`config.mk`:
```
export PLATFORM = sky130hd
export DESIGN_NAME = cnn_multi_ctrl
export DESIGN_NICKNAME = d
export VERILOG_FILES = /design/src/rtl/cnn_multi_ctrl.sv
export SDC_FILE = /design/constraint.sdc
export NUM_CORES = 1
export LEC_CHECK = 0
export BUFFER_PORTS_ARGS = -buffer_cell sky130_fd_sc_hd__buf_2
export CORE_UTILIZATION = 54
export CTS_BUF_LIST = sky130_fd_sc_hd__clkbuf_4 sky130_fd_sc_hd__clkbuf_8
export CTS_CLUSTER_DIAMETER = 80
export CTS_CLUSTER_SIZE = 16
export DETAILED_ROUTE_END_ITERATION = 6
export HOLD_SLACK_MARGIN = 0.15
export PLACE_DENSITY = 0.89
export SETUP_SLACK_MARGIN = 0.02
export SYNTH_ARGS = -nofsm -noshare
export SYNTH_HDL_FRONTEND = slang
export SYNTH_SLANG_ARGS = --single-unit
```
`constraint.sdc`:
```
create_clock -name clk -period 4.7 [get_ports clk]
set_input_delay 0.94 -clock clk [delete_from_list [all_inputs] [get_ports clk]]
set_output_delay 0.94 -clock clk [all_outputs]
set_load 0.02 [all_outputs]
```
`src/rtl/cnn_multi_ctrl.sv`:
```
// cnn_multi_ctrl: ICB-slave control/status registers for NUM_CH CNN accelerator channels.
// Optional macro CNN_CYCLE_CNT_EN builds the per-channel run-cycle counters; without it CYCLES reads 0.
module cnn_multi_ctrl #(
  parameter int NUM_CH = 4,
  parameter int MODE_W = 4,
  parameter int CNT_W  = 32
) (
  input  logic                     clk,
  input  logic                     rst,
  input  logic                     cfg_icb_cmd_valid,
  output logic                     cfg_icb_cmd_ready,
  input  logic [31:0]              cfg_icb_cmd_addr,
  input  logic                     cfg_icb_cmd_read,
  input  logic [31:0]              cfg_icb_cmd_wdata,
  input  logic [3:0]               cfg_icb_cmd_wmask,
  output logic                     cfg_icb_rsp_valid,
  input  logic                     cfg_icb_rsp_ready,
  output logic [31:0]              cfg_icb_rsp_rdata,
  output logic                     cfg_icb_rsp_err,
  output logic [NUM_CH-1:0]        ch_enable,
  output logic [NUM_CH-1:0]        ch_start,
  output logic [NUM_CH*MODE_W-1:0] ch_mode,
  input  logic [NUM_CH-1:0]        ch_done,
  output logic                     irq
);

  typedef enum logic [1:0] {ST_IDLE, ST_RUN, ST_DONE} ch_state_e;
  typedef enum logic [1:0] {REG_CTRL, REG_STATUS, REG_IRQ_EN, REG_CYCLES} reg_sel_e;

  ch_state_e         state_q [NUM_CH];
  ch_state_e         state_d [NUM_CH];
  logic [MODE_W-1:0] mode_q  [NUM_CH];
  logic [MODE_W-1:0] mode_d  [NUM_CH];
  logic [NUM_CH-1:0] enable_q, enable_d, irq_en_q, irq_en_d;
  logic [NUM_CH-1:0] done_q, done_d, ovr_q, ovr_d, start_q, start_d;
`ifdef CNN_CYCLE_CNT_EN
  logic [CNT_W-1:0]  cnt_q [NUM_CH];
  logic [CNT_W-1:0]  cnt_d [NUM_CH];
`endif
  logic              rsp_valid_q, rsp_valid_d, rsp_err_q, rsp_err_d;
  logic [31:0]       rsp_rdata_q, rsp_rdata_d;

  logic              hsk, idx_ok, wr;
  logic [7:0]        idx;
  reg_sel_e          reg_sel;
  logic [31:0]       rd_word;
  logic [NUM_CH-1:0] wr_ctrl, wr_stat, wr_irq, en_post, go, ack;
  logic              unused_bits;

  assign idx               = cfg_icb_cmd_addr[11:4];
  assign reg_sel           = reg_sel_e'(cfg_icb_cmd_addr[3:2]);
  assign idx_ok            = ({24'd0, idx} < 32'(NUM_CH));
  assign cfg_icb_cmd_ready = ~rsp_valid_q;
  assign hsk               = cfg_icb_cmd_valid & cfg_icb_cmd_ready;
  assign wr                = hsk & ~cfg_icb_cmd_read & idx_ok;
  assign unused_bits       = ^{cfg_icb_cmd_addr[31:12], cfg_icb_cmd_addr[1:0],
                               cfg_icb_cmd_wdata, cfg_icb_cmd_wmask[3:2]};

  assign cfg_icb_rsp_valid = rsp_valid_q;
  assign cfg_icb_rsp_rdata = rsp_rdata_q;
  assign cfg_icb_rsp_err   = rsp_err_q;
  assign ch_enable         = enable_q;
  assign ch_start          = start_q;
  assign irq               = |(done_q & irq_en_q);

  always_comb begin
    ch_mode = '0;
    for (int c = 0; c < NUM_CH; c++) ch_mode[c*MODE_W +: MODE_W] = mode_q[c];
  end

  // NOTE: every signal driven here gets a default before any conditional, so no latches are inferred.
  always_comb begin
    rd_word = '0;
    for (int c = 0; c < NUM_CH; c++) begin
      if (idx == 8'(c)) begin
        case (reg_sel)
          REG_CTRL: begin
            rd_word[0]             = enable_q[c];
            rd_word[8 +: MODE_W]   = mode_q[c];
          end
          REG_STATUS: rd_word[2:0] = {ovr_q[c], done_q[c], state_q[c] == ST_RUN};
          REG_IRQ_EN: rd_word[0]   = irq_en_q[c];
          REG_CYCLES: begin
`ifdef CNN_CYCLE_CNT_EN
            rd_word = 32'(cnt_q[c]);
`endif
          end
          default: ;
        endcase
      end
    end
  end

  // Per-channel write decode; en_post is the enable value after this cycle's write.
  always_comb begin
    for (int c = 0; c < NUM_CH; c++) begin
      wr_ctrl[c] = wr && (idx == 8'(c)) && (reg_sel == REG_CTRL);
      wr_stat[c] = wr && (idx == 8'(c)) && (reg_sel == REG_STATUS);
      wr_irq[c]  = wr && (idx == 8'(c)) && (reg_sel == REG_IRQ_EN);
      en_post[c] = (wr_ctrl[c] && cfg_icb_cmd_wmask[0]) ? cfg_icb_cmd_wdata[0] : enable_q[c];
      go[c]      = wr_ctrl[c] & cfg_icb_cmd_wmask[0] & cfg_icb_cmd_wdata[1] & en_post[c];
      ack[c]     = wr_stat[c] & cfg_icb_cmd_wmask[0] & cfg_icb_cmd_wdata[1];
    end
  end

  always_comb begin
    for (int c = 0; c < NUM_CH; c++) begin
      state_d[c]  = state_q[c];
      mode_d[c]   = mode_q[c];
      enable_d[c] = en_post[c];
      start_d[c]  = 1'b0;
      irq_en_d[c] = (wr_irq[c] && cfg_icb_cmd_wmask[0]) ? cfg_icb_cmd_wdata[0] : irq_en_q[c];
      done_d[c]   = done_q[c] & ~ack[c];
      ovr_d[c]    = ovr_q[c] & ~(wr_stat[c] & cfg_icb_cmd_wmask[0] & cfg_icb_cmd_wdata[2]);
`ifdef CNN_CYCLE_CNT_EN
      cnt_d[c]    = cnt_q[c];
`endif
      if (wr_ctrl[c] && cfg_icb_cmd_wmask[1] && state_q[c] != ST_RUN)
        mode_d[c] = cfg_icb_cmd_wdata[8 +: MODE_W];
      // A done pulse outside RUN means the core finished without being started.
      if (ch_done[c] && state_q[c] != ST_RUN) ovr_d[c] = 1'b1;
      if (!en_post[c]) begin
        state_d[c] = ST_IDLE;
      end else begin
        case (state_q[c])
          ST_IDLE: if (go[c]) begin
            state_d[c] = ST_RUN;
            start_d[c] = 1'b1;
`ifdef CNN_CYCLE_CNT_EN
            cnt_d[c]   = '0;
`endif
          end
          ST_RUN: begin
`ifdef CNN_CYCLE_CNT_EN
            if (cnt_q[c] != '1) cnt_d[c] = cnt_q[c] + 1'b1;
`endif
            if (ch_done[c]) begin
              done_d[c]  = 1'b1;
              state_d[c] = ST_DONE;
            end
          end
          ST_DONE: begin
            if (go[c]) begin
              done_d[c]  = 1'b0;
              state_d[c] = ST_RUN;
              start_d[c] = 1'b1;
`ifdef CNN_CYCLE_CNT_EN
              cnt_d[c]   = '0;
`endif
            end else if (ch_done[c]) begin
              done_d[c]  = 1'b1;
            end else if (ack[c]) begin
              state_d[c] = ST_IDLE;
            end
          end
          default: state_d[c] = ST_IDLE;
        endcase
      end
    end
  end

  always_comb begin
    rsp_valid_d = rsp_valid_q;
    rsp_rdata_d = rsp_rdata_q;
    rsp_err_d   = rsp_err_q;
    if (rsp_valid_q && cfg_icb_rsp_ready) rsp_valid_d = 1'b0;
    if (hsk) begin
      rsp_valid_d = 1'b1;
      rsp_err_d   = ~idx_ok;
      rsp_rdata_d = (cfg_icb_cmd_read && idx_ok) ? rd_word : 32'd0;
    end
  end

  // NOTE: non-blocking assignments make every flop sample pre-edge values regardless of block order.
  always_ff @(posedge clk) begin
    if (rst) begin
      enable_q    <= '0;
      irq_en_q    <= '0;
      done_q      <= '0;
      ovr_q       <= '0;
      start_q     <= '0;
      rsp_valid_q <= 1'b0;
      rsp_rdata_q <= '0;
      rsp_err_q   <= 1'b0;
      // NOTE: these per-channel arrays are plain flops, not RAM, so they are reset like any register.
      for (int c = 0; c < NUM_CH; c++) begin
        state_q[c] <= ST_IDLE;
        mode_q[c]  <= '0;
`ifdef CNN_CYCLE_CNT_EN
        cnt_q[c]   <= '0;
`endif
      end
    end else begin
      enable_q    <= enable_d;
      irq_en_q    <= irq_en_d;
      done_q      <= done_d;
      ovr_q       <= ovr_d;
      start_q     <= start_d;
      rsp_valid_q <= rsp_valid_d;
      rsp_rdata_q <= rsp_rdata_d;
      rsp_err_q   <= rsp_err_d;
      for (int c = 0; c < NUM_CH; c++) begin
        state_q[c] <= state_d[c];
        mode_q[c]  <= mode_d[c];
`ifdef CNN_CYCLE_CNT_EN
        cnt_q[c]   <= cnt_d[c];
`endif
      end
    end
  end

endmodule

```
==> run summary <==
The flow ran to the end, and the final reports show no timing, DRC or antenna violations. The number of hold buffers added after CTS came out at 0. For this run, the leading register cell type out of synthesis is sky130_fd_sc_hd__dfxtp_1. The depth of the CTS H-tree is 2. For this run, asynchronously set or reset flops after synthesis account for 0%. The worst setup slack for register-to-register paths is 2.44 ns. The CTS buffer count is 5. The fraction of final layout cells with drive strength greater than 1 is 20.14%. The slew of the pin with the lowest slew margin is 0.7827 ns. The setup TNS after final layout came out at 0 ns.

The relative contribution of sequential cells to total power came out at 55.2%. In this run the core area contains 27 standard-cell rows. The via count of the first global-routing pass is 2,687. The first detailed-routing pass ran for 5 iterations.

The count of yosys warnings during synthesis is 0. The count of endpoints failing hold in the final timing report is 0. In the routed design, unresolved DRC markers number 0. The count of boundary I/O pins is 137.

The cell at the root of the clock tree is sky130_fd_sc_hd__clkbuf_8. The post-layout minimum cycle time is 2.683 ns. For the worst flop-to-flop path, the logic depth is 5. The total core area is 5675 sq um. Net switching is 28.70% of the power. The number of max-slew violations in the final report came out at 0. The die span in x is 79.81 um. The count of nets left with antenna violations once routing finished came out at 0. The launch point of the critical path is cfg_icb_cmd_addr[5].

The per-cell routed wire length is 16.44 um. The total via count in the routed design came out at 2,992. The number of enable-type register cells in the synthesized netlist is 0. Setup repair after global routing left no endpoint under its margin. Dividing the final minimum period by the clock period gives 57.09%.

The internal power of the cells totals 589.1 uW. The initial core utilization is 57.61%. In the global route stage, overall resource usage came out at 26.55%. Measured against its own limit, the worst slew margin works out to 47.39%. Clock-pin slew was measured on the worst setup and hold paths at 0.10 ns.

The die is 79.81 um tall. In this run the static leakage power is 0.001522 uW. The cell area after placement is 3503 sq um. The worst path required time came out at 4.89 ns. Of the synthesized area, sequential elements account for 32.45%. The initial antenna violation count is 0. STA classifies the critical path startpoint as an input port.

The remaining global-route overflow came out at 0. The average cell area after synthesis is 8.860 sq um. The port buffer count came out at 62.

The area of all placed cells without fillers is 3598 sq um. The HPWL after detailed placement is 5962 um. The die area came out at 6370 sq um. The synthesized netlist occupies a cell area of 3269 sq um.

In this run the most critical hold path is launched from ovr_q[1]$_SDFF_PP0_. The last weighted congestion value of the routability-driven placer came out at 0.9630. The violation count after the first detailed-route iteration is 177. TritonCTS built the clock tree.

The class of the tightest hold or removal check is flip-flop to flip-flop. The worst register-to-register path begins at cfg_icb_rsp_valid$_SDFFE_PP0P_. The part of the total power dissipated in combinational logic is 12.0%. Max-cap violations in this run came to 0.

After clock tree synthesis, the setup repair step added 0 buffers. The number of gates resized after cts came out at 0. After technology mapping, the gate count stands at 369.

The final layout net count is 515. For the worst-skew pair, the clock arrives at the later sink with an insertion delay of 0.32 ns. The largest vdd supply drop came out at 0.0002180 V. The switching power total came out at 237.1 uW. The final worst clock skew came out at 0.008357 ns.

The total routed wirelength is 8123 um. Relative to the synthesized area, the layout overhead comes to 10.07%. The CTS sink count came out at 53. The number of endpoints failing setup at the final stage is 0. The largest buffer count on any clock path is 2. Hold timing on the final database bottoms out at a slack of 0.4801 ns. Power spread over the standard cell area amounts to 229.6 nW/um^2.

Using the TritonRoute via totals, the vias-per-cell ratio works out to 6.057. The number of stages on the worst hold path is 2. The first global-routing pass estimated 13,110 um of wire. The maximum operating frequency came out at 0.3727 GHz. The pin count of the biggest net entering global routing came out at 43. The highest net fanout along the worst path came out at 25. Yosys mapped the design onto 58 distinct sky130hd cell types. In this run, synthesis produced a sequential element count of 53.

The class of the most critical setup path is input port to flip-flop. STA classifies the critical path endpoint as a flip-flop. 0 antenna diodes ended up in the layout. The clock network is responsible for 32.9% of the overall power. The arrival time of the worst setup path is 2.87 ns.
[cell families after synthesis]
group / share of synthesized area [%]
other cells: 0.1147
mux: 9.644
fa+ha+maj: 6.506
compound gates: 16.65
simple gates: 24.03
flops: 32.45
buf+inv: 10.60
[power by group through the flow]
stage | sequential (uW) | clock, uW | combinational (uW)
floorplan | 467 | 0 | 78.4
global placement | 466 | 0 | 95.0
detailed placement | 466 | 0 | 96.1
CTS | 456 | 276 | 96.7
global route | 456 | 291 | 106
finish | 456 | 272 | 98.8
[state kept, by name (all words and copies together), names as in the netlist]
signal             flops
ch_enable              4
mode_q                16
cfg_icb_rsp_rdata      7
ovr_q                  4
irq_en_q               4
cfg_icb_rsp_valid      1
ch_start               4
cfg_icb_rsp_err        1
state_q                8
done_q                 4
[worst paths after layout]
| check | endpoint |
|---|---|
| hold reg to reg | ovr_q[1]$_SDFF_PP0_ |
| setup / recovery | mode_q[3][1]$_SDFFE_PP0P_ |
| hold / removal | ovr_q[1]$_SDFF_PP0_ |
| setup reg to reg | state_q[1][0]$_SDFFE_PP0P_ |
[placed cells by master (no fill, tap or decap), types with 7 or more instances in the layout]
cell	count
sky130_fd_sc_hd__buf_2	62
sky130_fd_sc_hd__dfxtp_1	53
sky130_fd_sc_hd__nor2_1	35
sky130_fd_sc_hd__mux2i_1	27
sky130_fd_sc_hd__conb_1	25
sky130_fd_sc_hd__nand2_1	23
sky130_fd_sc_hd__inv_1	22
sky130_fd_sc_hd__ha_1	17
sky130_fd_sc_hd__a21oi_1	12
sky130_fd_sc_hd__nand2b_1	9
sky130_fd_sc_hd__or4_1	8
sky130_fd_sc_hd__nand4_1	8
sky130_fd_sc_hd__nor2b_1	7
[cells in the mapped netlist (all sizes together), types with 3 or more instances]
cell	instances	area [sq um]
a2bb2oi	5	43.79
nor4	7	62.56
nor3	6	30.03
dfxtp	53	1061
ha	17	212.7
nand2	23	86.33
buf	29	215.2
o211ai	4	30.03
nor2	35	131.4
nor2b	7	43.79
mux2i	27	270.3
or4	8	60.06
o21ai	5	25.02
clkbuf	13	48.80
a211o	5	43.79
a21oi	12	60.06
nand3	3	15.01
nor3b	3	27.52
nor4b	3	53.80
o221ai	6	52.55
a22oi	5	37.54
nand4	9	62.56
nand2b	9	56.30
a31oi	6	37.54
or2	3	18.77
and4b	3	30.03
inv	22	82.58
o31ai	5	37.54
nand3b	3	35.03
o41ai	4	35.03
o311ai	4	35.03
[through the flow]
stage,cells,utilization (%),power [uW],setup WS [ns]
6_report,494,63.40,826.1,2.017
5_1_grt,494,63.40,853.2,1.927
4_1_cts,494,63.40,828.6,2.077
3_5_place_dp,486,61.73,562.0,1.734
3_3_place_gp,486,61.73,560.8,1.747
2_1_floorplan,393,-,545.5,2.160
[cell type report]
| cell class | instances | area, sq um |
|---|---|---|
| Multi-Input combinational cell | 276 | 1952 |
| Inverter | 22 | 82.58 |
| Clock buffer | 5 | 68.82 |
| Fill cell | 500 | 2077 |
| Clock inverter | 3 | 26.28 |
| Tap cell | 72 | 90.09 |
| Sequential cell | 53 | 1061 |
| Timing Repair Buffer | 63 | 317.8 |
[worst max-delay path, cell delays in order]
cell and delay, ns:
sky130_fd_sc_hd__buf_2 0.39, sky130_fd_sc_hd__and2_1 0.29, sky130_fd_sc_hd__nand4_1 0.39, sky130_fd_sc_hd__nor2_1 0.55, sky130_fd_sc_hd__mux2i_1 0.25, sky130_fd_sc_hd__nor2_1 0.05
[layer usage]
| metal | vias up | part of all wire [%] | wire [um] | global-route usage [%] |
|---|---|---|---|---|
| li1 | 1408 | - | - | - |
| met1 | 1412 | 42 | 3413 | 34.09 |
| met2 | 160 | 49 | 4020 | 44.96 |
| met3 | 12 | 6.7 | 547 | 3.314 |
| met4 | 0 | 1.7 | 141 | 10.54 |
| met5 | - | 0 | 0 | 0 |
(Power assumes the default switching activity.)
